$ cat config.mk
export PLATFORM = sky130hd
export DESIGN_NAME = pipe_stage_reg
export DESIGN_NICKNAME = d
export VERILOG_FILES = /design/src/rtl/pipe_pkg.sv /design/src/rtl/pipe_sat_counter.sv /design/src/rtl/pipe_stage_reg.sv
export SDC_FILE = /design/constraint.sdc
export NUM_CORES = 1
export LEC_CHECK = 0
export ABC_CLOCK_PERIOD_IN_PS = 2210
export CAP_MARGIN = 20
export CORE_ASPECT_RATIO = 0.5
export CORE_MARGIN = 2
export CORE_UTILIZATION = 40
export CTS_CLUSTER_DIAMETER = 100
export CTS_CLUSTER_SIZE = 8
export DETAILED_ROUTE_END_ITERATION = 16
export DONT_BUFFER_PORTS = 1
export REMOVE_ABC_BUFFERS = 1
export SYNTH_ARGS = -nofsm -noshare
export SYNTH_HDL_FRONTEND = slang
export SYNTH_HIERARCHICAL = 1
export SYNTH_SLANG_ARGS = --single-unit
export TNS_END_PERCENT = 100
$ cat constraint.sdc
create_clock -name clk -period 2.21 [get_ports clk]
set_input_delay 0.3315 -clock clk [delete_from_list [all_inputs] [get_ports clk]]
set_output_delay 0.3315 -clock clk [all_outputs]
set_load 0.005 [all_outputs]
$ cat src/rtl/pipe_pkg.sv
// Shared definitions for the CPU inter-stage pipeline registers.
// Latency: n/a (types and constants only).
// Backpressure: n/a.
//
// Contents: skid state encoding, default field widths per stage boundary,
// and bit positions of the architectural write enables in the ctrl field.
package pipe_pkg;

  // Occupancy of the 2-entry skid variant.
  typedef enum logic [1:0] {
    ST_EMPTY = 2'd0,
    ST_ONE   = 2'd1,
    ST_TWO   = 2'd2
  } skid_state_e;

  // Default field widths for each stage boundary of the CPU.
  localparam int IF_ID_CTRL_W  = 4;   // predecode hints only
  localparam int IF_ID_DATA_W  = 64;  // instr, npc_pc4
  localparam int ID_EX_CTRL_W  = 16;  // rf_we, bus_we, wd_sel, alu op, rf addrs
  localparam int ID_EX_DATA_W  = 96;  // rf_rd1, rf_rd2, npc_pc4
  localparam int EX_MEM_CTRL_W = 16;  // rf_we, bus_we, wd_sel, ld/st op, rf addr
  localparam int EX_MEM_DATA_W = 96;  // rf_rd2, alu_cal, npc_pc4
  localparam int MEM_WB_CTRL_W = 8;   // rf_we, wd_sel, rf addr
  localparam int MEM_WB_DATA_W = 96;  // bus_rdata, alu_cal, npc_pc4

  // Write enables live at fixed offsets so a zeroed ctrl field is a true bubble.
  localparam int RF_WE_BIT  = 0;
  localparam int BUS_WE_BIT = 1;

endpackage

$ cat src/rtl/pipe_sat_counter.sv
// Saturating event counter for pipeline performance debug.
// Latency: count reflects an inc one cycle after the edge that samples it.
// Backpressure: none; sticks at all-ones, clr has priority over inc.
//
// Ports: clk, rst_n (async, active low), inc (count this cycle),
//        clr (synchronous clear), cnt (current count, W bits).
module pipe_sat_counter #(
  parameter int W = 16
) (
  input  logic         clk,
  input  logic         rst_n,
  input  logic         inc,
  input  logic         clr,
  output logic [W-1:0] cnt
);

  logic [W-1:0] cnt_q;
  logic [W-1:0] cnt_d;

  always_comb begin
    cnt_d = cnt_q;
    if (clr) begin
      cnt_d = '0;
    end else if (inc && (cnt_q != {W{1'b1}})) begin
      cnt_d = cnt_q + {{(W-1){1'b0}}, 1'b1};
    end
  end

  always_ff @(posedge clk or negedge rst_n) begin
    if (!rst_n) begin
      cnt_q <= '0;
    end else begin
      cnt_q <= cnt_d;
    end
  end

  assign cnt = cnt_q;

endmodule

$ cat src/rtl/pipe_stage_reg.sv
// Pipeline stage register with valid/ready handshake, flush and debug counters.
// Latency: 1 cycle from accept to out_*; full throughput in both modes.
// Backpressure: SKID=0 in_ready = ~out_valid | out_ready; SKID=1 in_ready
//               decoded from state flops (low only when both entries full).
//
// Ports: clk, rst_n; in_valid/in_ready/in_ctrl/in_data upstream beat;
//        out_valid/out_ready/out_ctrl/out_data downstream beat; flush kills
//        held beats and any beat accepted this cycle; clr_stats clears
//        stall_cnt (cycles stalled by downstream) and flush_cnt (flushes that
//        discarded a valid beat).
module pipe_stage_reg
  import pipe_pkg::*;
#(
  parameter int CTRL_W = 16,
  parameter int DATA_W = 96,
  parameter int SKID   = 0,
  parameter int CNT_W  = 16
) (
  input  logic              clk,
  input  logic              rst_n,
  input  logic              in_valid,
  output logic              in_ready,
  input  logic [CTRL_W-1:0] in_ctrl,
  input  logic [DATA_W-1:0] in_data,
  input  logic              flush,
  output logic              out_valid,
  input  logic              out_ready,
  output logic [CTRL_W-1:0] out_ctrl,
  output logic [DATA_W-1:0] out_data,
  input  logic              clr_stats,
  output logic [CNT_W-1:0]  stall_cnt,
  output logic [CNT_W-1:0]  flush_cnt
);

  logic accept;
  logic pop;
  logic flush_hit;  // flush discarded at least one valid beat

  assign accept = in_valid & in_ready;
  assign pop    = out_valid & out_ready;

  generate
    if (SKID == 0) begin : g_reg
      logic              valid_q, valid_d;
      logic [CTRL_W-1:0] ctrl_q, ctrl_d;
      logic [DATA_W-1:0] data_q, data_d;

      // Combinational path from out_ready keeps streaming at full rate.
      assign in_ready = ~valid_q | out_ready;

      always_comb begin
        valid_d = valid_q;
        ctrl_d  = ctrl_q;
        data_d  = data_q;
        if (flush) begin
          valid_d = 1'b0;
          ctrl_d  = '0;
        end else if (accept) begin
          // Covers accept+pop too: new beat replaces the consumed one.
          valid_d = 1'b1;
          ctrl_d  = in_ctrl;
          data_d  = in_data;
        end else if (pop) begin
          valid_d = 1'b0;
          ctrl_d  = '0;
        end
      end

      always_ff @(posedge clk or negedge rst_n) begin
        if (!rst_n) begin
          valid_q <= 1'b0;
          ctrl_q  <= '0;
          data_q  <= '0;
        end else begin
          valid_q <= valid_d;
          ctrl_q  <= ctrl_d;
          data_q  <= data_d;
        end
      end

      assign out_valid = valid_q;
      assign out_ctrl  = ctrl_q;
      assign out_data  = data_q;
      assign flush_hit = flush & (valid_q | accept);

    end else begin : g_skid
      skid_state_e       state_q, state_d;
      logic [CTRL_W-1:0] main_ctrl_q, main_ctrl_d;
      logic [DATA_W-1:0] main_data_q, main_data_d;
      logic [CTRL_W-1:0] skid_ctrl_q, skid_ctrl_d;
      logic [DATA_W-1:0] skid_data_q, skid_data_d;

      // Decoded purely from state flops: no path from out_ready to in_ready.
      assign in_ready = (state_q != ST_TWO);

      always_comb begin
        state_d     = state_q;
        main_ctrl_d = main_ctrl_q;
        main_data_d = main_data_q;
        skid_ctrl_d = skid_ctrl_q;
        skid_data_d = skid_data_q;
        if (flush) begin
          state_d     = ST_EMPTY;
          main_ctrl_d = '0;
          skid_ctrl_d = '0;
        end else begin
          unique case (state_q)
            ST_EMPTY: begin
              if (accept) begin
                state_d     = ST_ONE;
                main_ctrl_d = in_ctrl;
                main_data_d = in_data;
              end
            end
            ST_ONE: begin
              if (accept && pop) begin
                main_ctrl_d = in_ctrl;
                main_data_d = in_data;
              end else if (accept) begin
                // Downstream stalled: park the beat, in_ready drops next cycle.
                state_d     = ST_TWO;
                skid_ctrl_d = in_ctrl;
                skid_data_d = in_data;
              end else if (pop) begin
                state_d     = ST_EMPTY;
                main_ctrl_d = '0;
              end
            end
            ST_TWO: begin
              // in_ready is low here, so no accept can arrive.
              if (pop) begin
                state_d     = ST_ONE;
                main_ctrl_d = skid_ctrl_q;
                main_data_d = skid_data_q;
                skid_ctrl_d = '0;
              end
            end
            default: begin
              state_d     = ST_EMPTY;
              main_ctrl_d = '0;
              skid_ctrl_d = '0;
            end
          endcase
        end
      end

      always_ff @(posedge clk or negedge rst_n) begin
        if (!rst_n) begin
          state_q     <= ST_EMPTY;
          main_ctrl_q <= '0;
          main_data_q <= '0;
          skid_ctrl_q <= '0;
          skid_data_q <= '0;
        end else begin
          state_q     <= state_d;
          main_ctrl_q <= main_ctrl_d;
          main_data_q <= main_data_d;
          skid_ctrl_q <= skid_ctrl_d;
          skid_data_q <= skid_data_d;
        end
      end

      assign out_valid = (state_q != ST_EMPTY);
      assign out_ctrl  = main_ctrl_q;
      assign out_data  = main_data_q;
      assign flush_hit = flush & (out_valid | (state_q == ST_TWO) | accept);
    end
  endgenerate

  pipe_sat_counter #(.W(CNT_W)) u_stall_cnt (
    .clk   (clk),
    .rst_n (rst_n),
    .inc   (out_valid & ~out_ready),
    .clr   (clr_stats),
    .cnt   (stall_cnt)
  );

  pipe_sat_counter #(.W(CNT_W)) u_flush_cnt (
    .clk   (clk),
    .rst_n (rst_n),
    .inc   (flush_hit),
    .clr   (clr_stats),
    .cnt   (flush_cnt)
  );

endmodule

==> impl_metrics.tcl <==
set metrics [dict create \
    postRouteAntennaNets 0 \
    wl_mm 14.5 \
    grt_setup_unrepaired "no" \
    holdWs_ns -0.395 \
    rr_endpoint "u_flush_cnt/cnt[7]$_DFFE_PN0P_" \
    syn_area_um2 6450 \
    switchingPower_uw 1740 \
    setup_violations 0 \
    grt_usage_pct 16.9 \
    finalMaxSlewViolations 0 \
    ys_ff_latch 145 \
    reg2reg_depth 5 \
    rows 32 \
    syn_area_per_cell_um2 13.0 \
    drtIter0Drc 151 \
    die_w_um 184 \
    ys_types 38 \
    final_cells 717 \
    power.leakage_uw 0.00301 \
    pwr_density_cell_nw_per_um2 898 \
    intPower_uw 4780 \
    combPwrFrac_pct 7.2 \
    power_frac_seq_pct 49.9 \
    critPathCaptureType "register" \
    gr-total-overflow 0 \
    first_global_vias 4162 \
    io_buffers 0 \
    synthTopCellsByArea "dfrtp_1, mux2_2, mux2_1, a21oi_1, mux2i_1" \
    outcome "complete, but fails checks" \
    hold_path_class "input pin to async pin" \
    crit_required_ns 2.45 \
    yosysWarnings 6 \
    cap_violations 0 \
    cts-root-buf "clkbuf_16" \
    die_area_um2 17200 \
    core_area_um2 15600 \
    finalCritPeriodShare_pct 87.8 \
    h-tree-depth 4 \
    vias 4100 \
    yosysTopAreaCellShare_pct 56.3 \
    place_inst 683 \
    antenna_found_initial 0 \
    fin_skew_ns 0.0118 \
    final_util_pct 46.6 \
    cts_hold_buffers 2 \
    ios 264 \
    die_h_um 93.8 \
    cts_tree "built" \
    sw_frac_of_total_pct 26.6 \
    netlist_instances 496 \
    yosysTopAreaCell "dfrtp_1" \
    worstMarginPinSlew_ns 1.00 \
    r2r-start "u_flush_cnt/cnt[11]$_DFFE_PN0P_" \
    cts.sinks 145 \
    fin_nets 620 \
    crit_fanout 10 \
    avgRoutedWirePerCell_um 20.2 \
    clock_power_share_pct 42.8 \
    gp_congestion 0.749 \
    via_per_inst 5.72 \
    grt_pass1_wl_mm 22.7 \
    hpwlAfterDp_mm 9.60 \
    drc_errors 0 \
    post_cts_buffers 0 \
    hold_violations 145 \
    drive_gt1_share_pct 26.7 \
    fill_cells 1405 \
    n_antenna_cell 0 \
    failed_checks "negative hold slack" \
    start_util_pct 41.4 \
    crit_type "register to register" \
    numCtsBuffers 17 \
    clk_pin_slew_ns 0.07 \
    grt_start_max_net_pins 146 \
    cts.path.max_buffers 2 \
    insertion_delay_ns 0.41 \
    ys_seq_area_share_pct 56.3 \
    ir_drop_mv 0.492 \
    critPathArrivalTime_ns 2.18 \
    ctsResizeCount 0 \
    area_delta_synth_final_pct 12.5 \
    start_kind "register" \
    r2r_slack_ns 0.27 \
    drt-pass1-iter-count 5 \
    fin_crit_ns 1.94 \
    clock.fmax_mhz 515 \
    max-slew-margin-rel_pct 32.8 \
]
==> Yosys cell counts <==
cell type,n
dfrtp_1,145
mux2_2,56
mux2_1,48
a21oi_1,38
a32oi_1,16
mux2i_1,16
or2_2,16
o31ai_1,14
clkbuf_1,12
nand2_1,12
nand4_1,12
buf_2,10
nor2_1,10
or4_1,10
nor2b_1,8
nor4_1,8
inv_1,7
buf_6,6
nand3_1,6
o21ai_1,6
and3_1,4
and4_2,4
or3_1,4
or4_2,4
a211oi_2,2
buf_4,2
ha_1,2
nand3b_1,2
nand4_2,2
nor3_1,2
nor4_4,2
o211ai_2,2
o21ai_0,2
or3_2,2
buf_1,1
nor2b_2,1
nor3b_4,1
o21a_1,1
==> layer usage <==
metal / vias to the layer above / wire (µm) / part of all wire [%] / global-route usage [%]
met5: - / 0 / 0 / 0
met4: 0 / 150 / 1.0 / 5.47
met3: 14 / 911 / 6.3 / 5.04
met2: 113 / 7520 / 52 / 29.2
met1: 2107 / 5940 / 41 / 20.3
li1: 1866 / - / - / -
==> flip-flops by register name (all words and copies together), names as in the netlist <==
register and count:
u_stall_cnt/cnt 16, out_data 96, out_valid 1, out_ctrl 16
u_flush_cnt/cnt 16
==> worst max path at each step <==
stage,startpoint,end,slack [ns],depth (start not counted)
final,u_flush_cnt/cnt[11]$_DFFE_PN0P_,u_flush_cnt/cnt[7]$_DFFE_PN0P_,0.27,5
after global routing,u_flush_cnt/cnt[8]$_DFFE_PN0P_,u_flush_cnt/cnt[7]$_DFFE_PN0P_,0.09,5
after floorplan,out_valid$_DFFE_PN0P_,out_data[0]$_DFFE_PN0P_,-1.63,3
after CTS,u_flush_cnt/cnt[8]$_DFFE_PN0P_,u_flush_cnt/cnt[7]$_DFFE_PN0P_,0.29,5
after detailed placement,u_flush_cnt/cnt[8]$_DFFE_PN0P_,u_flush_cnt/cnt[15]$_DFFE_PN0P_,0.31,4
after global placement,u_stall_cnt/cnt[1]$_DFFE_PN0P_,u_stall_cnt/cnt[3]$_DFFE_PN0P_,0.32,6
==> kinds of logic after synthesis <==
kind of cell	synth area share [%]
flops	56.3
compound gates	8.27
buf+inv	3.22
fa+ha+maj	0.388
mux	20.6
simple gates	11.2
==> critical path: stages (launching register included) <==
cell,delay (ns)
dfrtp_1,0.47
nand4_1,0.28
nor4_4,0.58
buf_4,0.26
or4_1,0.12
a21oi_1,0.06
==> per-stage QoR <==
stage	setup TNS [ns]	worst slack, ns	cell area, µm²	power [µW]
2_1_floorplan	-154.99	-1.63	6270	3600
3_3_place_gp	0	0.318	6670	3750
3_5_place_dp	0	0.308	6670	3770
4_1_cts	0	0.288	7250	6610
5_1_grt	0	0.0905	7250	6800
6_report	0	0.270	7250	6520
==> layout make-up <==
cell class | count | area, µm² | share of cell area (%)
clock buffers | 18 | 429 | 5.92
clock inverters | 14 | 140 | 1.93
inverters | 7 | 26.3 | 0.362
multi-input cells | 313 | 2610 | 36.0
flip-flops and latches | 145 | 3630 | 50.0
well taps | 204 | 255 | 3.52
repair buffers | 16 | 163 | 2.24
==> layout by cell type (no fill, tap or decap), drive strengths merged, types with 16 or more instances in the layout <==
cell and count:
dfrtp 145, inv 16, or2 16, clkbuf 18
mux2i 16, mux2 104, a32oi 16, a21oi 38
==> power by group through the flow <==
| stage | registers [µW] | logic, µW | clock network (µW) |
|---|---|---|---|
| 6_report | 3250 | 470 | 2790 |
| 5_1_grt | 3290 | 520 | 2990 |
| 4_1_cts | 3260 | 479 | 2870 |
| 3_5_place_dp | 3310 | 465 | 0 |
| 3_3_place_gp | 3310 | 443 | 0 |
| 2_1_floorplan | 3220 | 380 | 0 |
Power figures use the tool's default switching activity.
